==> config.mk <==
export PLATFORM = sky130hd
export DESIGN_NAME = uart_tx
export DESIGN_NICKNAME = d
export VERILOG_FILES = /design/src/rtl/uart_tx.sv
export SDC_FILE = /design/constraint.sdc
export NUM_CORES = 1
export LEC_CHECK = 0
export CORE_MARGIN = 4
export CORE_UTILIZATION = 29
export CTS_CLUSTER_DIAMETER = 30
export DETAILED_ROUTE_END_ITERATION = 8
export DONT_BUFFER_PORTS = 1
export HOLD_SLACK_MARGIN = 0.08
export MAX_ROUTING_LAYER = met4
export SETUP_SLACK_MARGIN = 0.02
export SKIP_CTS_REPAIR_TIMING = 1
export SYNTH_ARGS = -nofsm -noshare
export SYNTH_HDL_FRONTEND = slang
export SYNTH_SLANG_ARGS = --single-unit
==> constraint.sdc <==
create_clock -name uclk -period 2.2 [get_ports uclk]
set_input_delay 0.44 -clock uclk [delete_from_list [all_inputs] [get_ports uclk]]
set_output_delay 0.44 -clock uclk [all_outputs]
set_load 0.01 [all_outputs]
==> src/rtl/uart_tx.sv <==
// uart_tx: UART transmitter with a one-word holding register feeding a
// start/data/stop serializer; default frames match uart_rx bit-for-bit.
module uart_tx #(
    parameter int CLK_FREQ  = 50000000,
    parameter int BAUD      = 115200,
    parameter int DATA_BITS = 9,
    parameter int STOP_BITS = 1
) (
    input  logic                 uclk,
    input  logic                 rst_n,
    input  logic [DATA_BITS-1:0] tx_data,
    input  logic                 tx_valid,
    output logic                 tx_ready,
    output logic                 txd,
    output logic                 tx_busy,
    output logic                 tx_done
);
    localparam int BPS_CNT = CLK_FREQ / BAUD;
    localparam int CW = $clog2(BPS_CNT * STOP_BITS);
    localparam int BW = (DATA_BITS > 1) ? $clog2(DATA_BITS) : 1;
    localparam logic [CW-1:0] BIT_END = CW'(BPS_CNT - 1);
    localparam logic [CW-1:0] STOP_END = CW'(BPS_CNT * STOP_BITS - 1);
    localparam logic [BW-1:0] LAST_BIT = BW'(DATA_BITS - 1);

    typedef enum logic [1:0] {IDLE, START, DATA, STOP} state_t;

    state_t               state;
    logic [DATA_BITS-1:0] hold;
    logic [DATA_BITS-1:0] shift;
    logic [DATA_BITS-1:0] shift_nx;
    logic                 hold_full;
    logic [CW-1:0]        baud_cnt;
    logic [BW-1:0]        bit_cnt;
    logic                 accept;
    logic                 load;
    logic                 bit_end;
    logic                 stop_end;

    assign tx_ready = !hold_full;
    assign accept   = tx_valid && !hold_full;
    assign bit_end  = (baud_cnt == BIT_END);
    assign stop_end = (state == STOP) && (baud_cnt == STOP_END);
    // A pending word chains straight into the next frame at stop expiry.
    assign load     = hold_full && ((state == IDLE) || stop_end);
    assign shift_nx = shift >> 1;

    always_ff @(posedge uclk or negedge rst_n) begin
        if (!rst_n) begin
            state     <= IDLE;
            hold      <= '0;
            hold_full <= 1'b0;
            shift     <= '0;
            baud_cnt  <= '0;
            bit_cnt   <= '0;
            txd       <= 1'b1;
            tx_busy   <= 1'b0;
            tx_done   <= 1'b0;
        end else begin
            tx_done <= stop_end;
            if (accept) begin
                hold      <= tx_data;
                hold_full <= 1'b1;
            end
            if (load) begin
                hold_full <= 1'b0;
                shift     <= hold;
                baud_cnt  <= '0;
                bit_cnt   <= '0;
                txd       <= 1'b0;
                tx_busy   <= 1'b1;
                state     <= START;
            end else begin
                unique case (state)
                    IDLE: begin
                        txd     <= 1'b1;
                        tx_busy <= 1'b0;
                    end
                    START: begin
                        if (bit_end) begin
                            baud_cnt <= '0;
                            txd      <= shift[0];
                            state    <= DATA;
                        end else begin
                            baud_cnt <= baud_cnt + 1'b1;
                        end
                    end
                    DATA: begin
                        if (bit_end) begin
                            baud_cnt <= '0;
                            if (bit_cnt == LAST_BIT) begin
                                txd   <= 1'b1;
                                state <= STOP;
                            end else begin
                                bit_cnt <= bit_cnt + 1'b1;
                                shift   <= shift_nx;
                                txd     <= shift_nx[0];
                            end
                        end else begin
                            baud_cnt <= baud_cnt + 1'b1;
                        end
                    end
                    STOP: begin
                        if (stop_end) begin
                            baud_cnt <= '0;
                            tx_busy  <= 1'b0;
                            state    <= IDLE;
                        end else begin
                            baud_cnt <= baud_cnt + 1'b1;
                        end
                    end
                    default: state <= IDLE;
                endcase
            end
        end
    end
endmodule

==> results of run 1 <==
==> where the power goes <==
group	internal [mW]	switching, mW	total (mW)
registers	0.944	0.182	1.13
logic	0.526	0.665	1.19
clock network	0.225	0.263	0.487
==> registers in the layout, indices dropped and copies added (netlist names) <==
name / flops
baud_cnt: 9
hold_full: 1
txd: 1
state: 2
shift: 9
tx_busy: 1
tx_done: 1
bit_cnt: 4
hold: 9
==> area by class of cell <==
type / instances / share of cell area
Timing Repair Buffer: 7 / 0.0319
Multi-Input combinational cell: 123 / 0.419
Clock buffer: 5 / 0.0325
Tap cell: 77 / 0.0455
Inverter: 13 / 0.0231
Clock inverter: 3 / 0.0101
Sequential cell: 37 / 0.438
==> critical path: cells and delay by family, from the launching register on <==
kind	cells	cell delay [ps]
AND/OR/NAND/NOR	1	390
AO/OA/AOI/OAI	3	600
buffers and inverters	2	310
flip-flops	1	430
adder cells (fa/ha/maj)	1	130
==> metrics by stage <==
step / instances / power [mW] / utilization / cell area (sq um)
after CTS: 263 / 2.81 / 0.325 / 2090
after detailed placement: 255 / 2.32 / 0.311 / 2000
after global placement: 255 / 2.29 / 0.311 / 2000
after global routing: 265 / 3.04 / 0.329 / 2120
final: 265 / 2.80 / 0.329 / 2120
after floorplan: 182 / 2.06 / - / 1940
==> cell families after synthesis <==
logic type | share of synthesized area
and+or+nand+nor | 0.147
AOI/OAI and AO/OA | 0.149
DFF | 0.479
adders and majority gates | 0.0517
xor gates and xnor gates | 0.00452
buffers and inverters | 0.0640
muxes | 0.105
==> placed cells by master (no fill, tap or decap), drive strengths merged, types with 2 or more instances in the layout <==
master and n:
nand3 4, nand2 15, nand3b 3, mux2i 9
a21oi 10, nand4 2, nor2 8, o221ai 2
a22o 2, mux2 10, o22a 2, inv 14
buf 6, a211oi 3, nor3 2, ha 8
dfrtp 36, o21ai 19, and2 2, clkbuf 5
o2bb2ai 2, or3 3, and3 2
==> worst min-delay path by stage <==
stage,end,slack [ps],cells after the start
global placement,hold[2],150,0
floorplan,baud_cnt[0],140,0
finish,hold_full,260,2
CTS,hold[2],-190,0
detailed placement,hold[2],150,0
global route,hold_full,260,2
==> per-layer routing <==
layer	share of wire	track usage
met1	0.49	0.117
met2	0.46	0.142
met3	0.035	0.0301
met4	0.014	0.0434
met5	0	-
==> results.sh, run 1 <==
export IMPL_clkTransAtPathRegs_ps=80
export IMPL_ios=16
export IMPL_crit_path_cell_trace="inv_1, ha_1, and4b_1, a41o_1, buf_4, a31oi_1, o22a_1"
export IMPL_syn_avg_cell_area_sq_um=10.6
export IMPL_maxCapViolCount=0
export IMPL_vdd_drop_max_mv=0.755
export IMPL_wl_per_cell_um=13.4
export IMPL_hpwl_um=2510
export IMPL_setup_tns_ps=0
export IMPL_synth_nets=202
export IMPL_cp_startpoint="baud_cnt[1]"
export IMPL_relSlewSlack=0.649
export IMPL_yosys_top_cells_count="dfrtp_1, nand2_1, o21ai_0, inv_1"
export IMPL_die_h_um=89.7
export IMPL_cp_slowest_stage_delay_ps=430
export IMPL_drive_gt1_frac=0.149
export IMPL_final_nets=207
export IMPL_p_per_area_nw_per_um2=1330
export IMPL_status="completed"
export IMPL_slowest_stage="dfrtp_1"
export IMPL_vias=1312
export IMPL_cp_end_kind="register"
export IMPL_synth_edf_count=0
export IMPL_cts_htree_levels=2
export IMPL_setup_violations_final=0
export IMPL_hold_path_class="primary input to register"
export IMPL_die_width_um=89.7
export IMPL_regArea_sq_um=927
export IMPL_multiInputGateArea_sq_um=886
export IMPL_period_needed_ps=1940
export IMPL_numCtsBuffers=5
export IMPL_grt_pass1_wl_um=6030
export IMPL_detail_route_antenna_nets=0
export IMPL_hold_viol=0
export IMPL_fillCellCount=662
export IMPL_rsz0062_at_grt="false"
export IMPL_pre_cts_slack_ps=271
export IMPL_synth_top_cell_by_area="dfrtp_1"
export IMPL_crit_path_end="txd"
export IMPL_crit_path_start_kind="register"
export IMPL_drv_slew=0
export IMPL_synthFlopType="dfrtp_1"
export IMPL_post_synth_top_count_cell="dfrtp_1"
export IMPL_worstRegToRegCells=7
export IMPL_cp_required_ps=2420
export IMPL_timing_fmax_mhz=515
export IMPL_core_sq_um=6420
export IMPL_area_growth_syn_to_layout_pct=9.24
export IMPL_syn_area_sq_um=1940
export IMPL_antenna_found_initial=0
export IMPL_r2r_slack_ps=260
export IMPL_n_antenna_cell=0
export IMPL_setup_ws_ps=260
export IMPL_tritoncts="built"
export IMPL_synth_seq_cells=37
export IMPL_dieArea_sq_um=8050
export IMPL_synth_top_area_share=0.465
export IMPL_firstDrtPassIters=4
export IMPL_via_per_inst=4.95
export IMPL_start_util=0.302
export IMPL_critPathKind="register to register"
export IMPL_rows=29
export IMPL_crit_arrival_ps=2160
export IMPL_grt_pass1_vias=1254
export IMPL_fin_crit_sh=0.882
export IMPL_hold_path_startpoint="tx_valid"
export IMPL_gp_congestion=0.783
export IMPL_p_leak_nw=0.973
export IMPL_synthesis_instances=182
export IMPL_synth_seq_area_share=0.479
export IMPL_fin_hold_ws_ps=260
export IMPL_r2r_start="baud_cnt[1]"
export IMPL_crit_fanout=15
export IMPL_drt_iter0_drc=46
export IMPL_yosysWarnings=0
export IMPL_port_buffers=0
export IMPL_cts_sinks=37
export IMPL_drc=0
export IMPL_r2r_end="txd"
export IMPL_worst_slew_pin_transition_ps=526
export IMPL_clkLatencyLatePin_ps=300
export IMPL_grt_max_degree=38
export IMPL_cts_path_max_buffers=2
export IMPL_skew_ps=11.4
export IMPL_async_reset_ff_frac=1.00
export IMPL_ys_top_cells_by_area="dfrtp_1, mux2_2, ha_1, mux2i_1, o21ai_0"
export IMPL_postRouteWirelength_um=3560
export IMPL_track_usage=0.0948
export IMPL_root_buffer="clkbuf_8"
export IMPL_synth_cell_types=44
export IMPL_overflow=0
(Power assumes the default switching activity.)
==> inputs of run 2 (changes only) <==
--- a/config.mk
+++ b/config.mk
@@ -10,6 +10,7 @@
 export CTS_CLUSTER_DIAMETER = 30
 export DETAILED_ROUTE_END_ITERATION = 8
 export DONT_BUFFER_PORTS = 1
+export GPL_ROUTABILITY_DRIVEN = 0
 export HOLD_SLACK_MARGIN = 0.08
 export MAX_ROUTING_LAYER = met4
 export SETUP_SLACK_MARGIN = 0.02
==> results of run 2 <==
The final DEF is identical to that of run 1; final timing and power are the same.
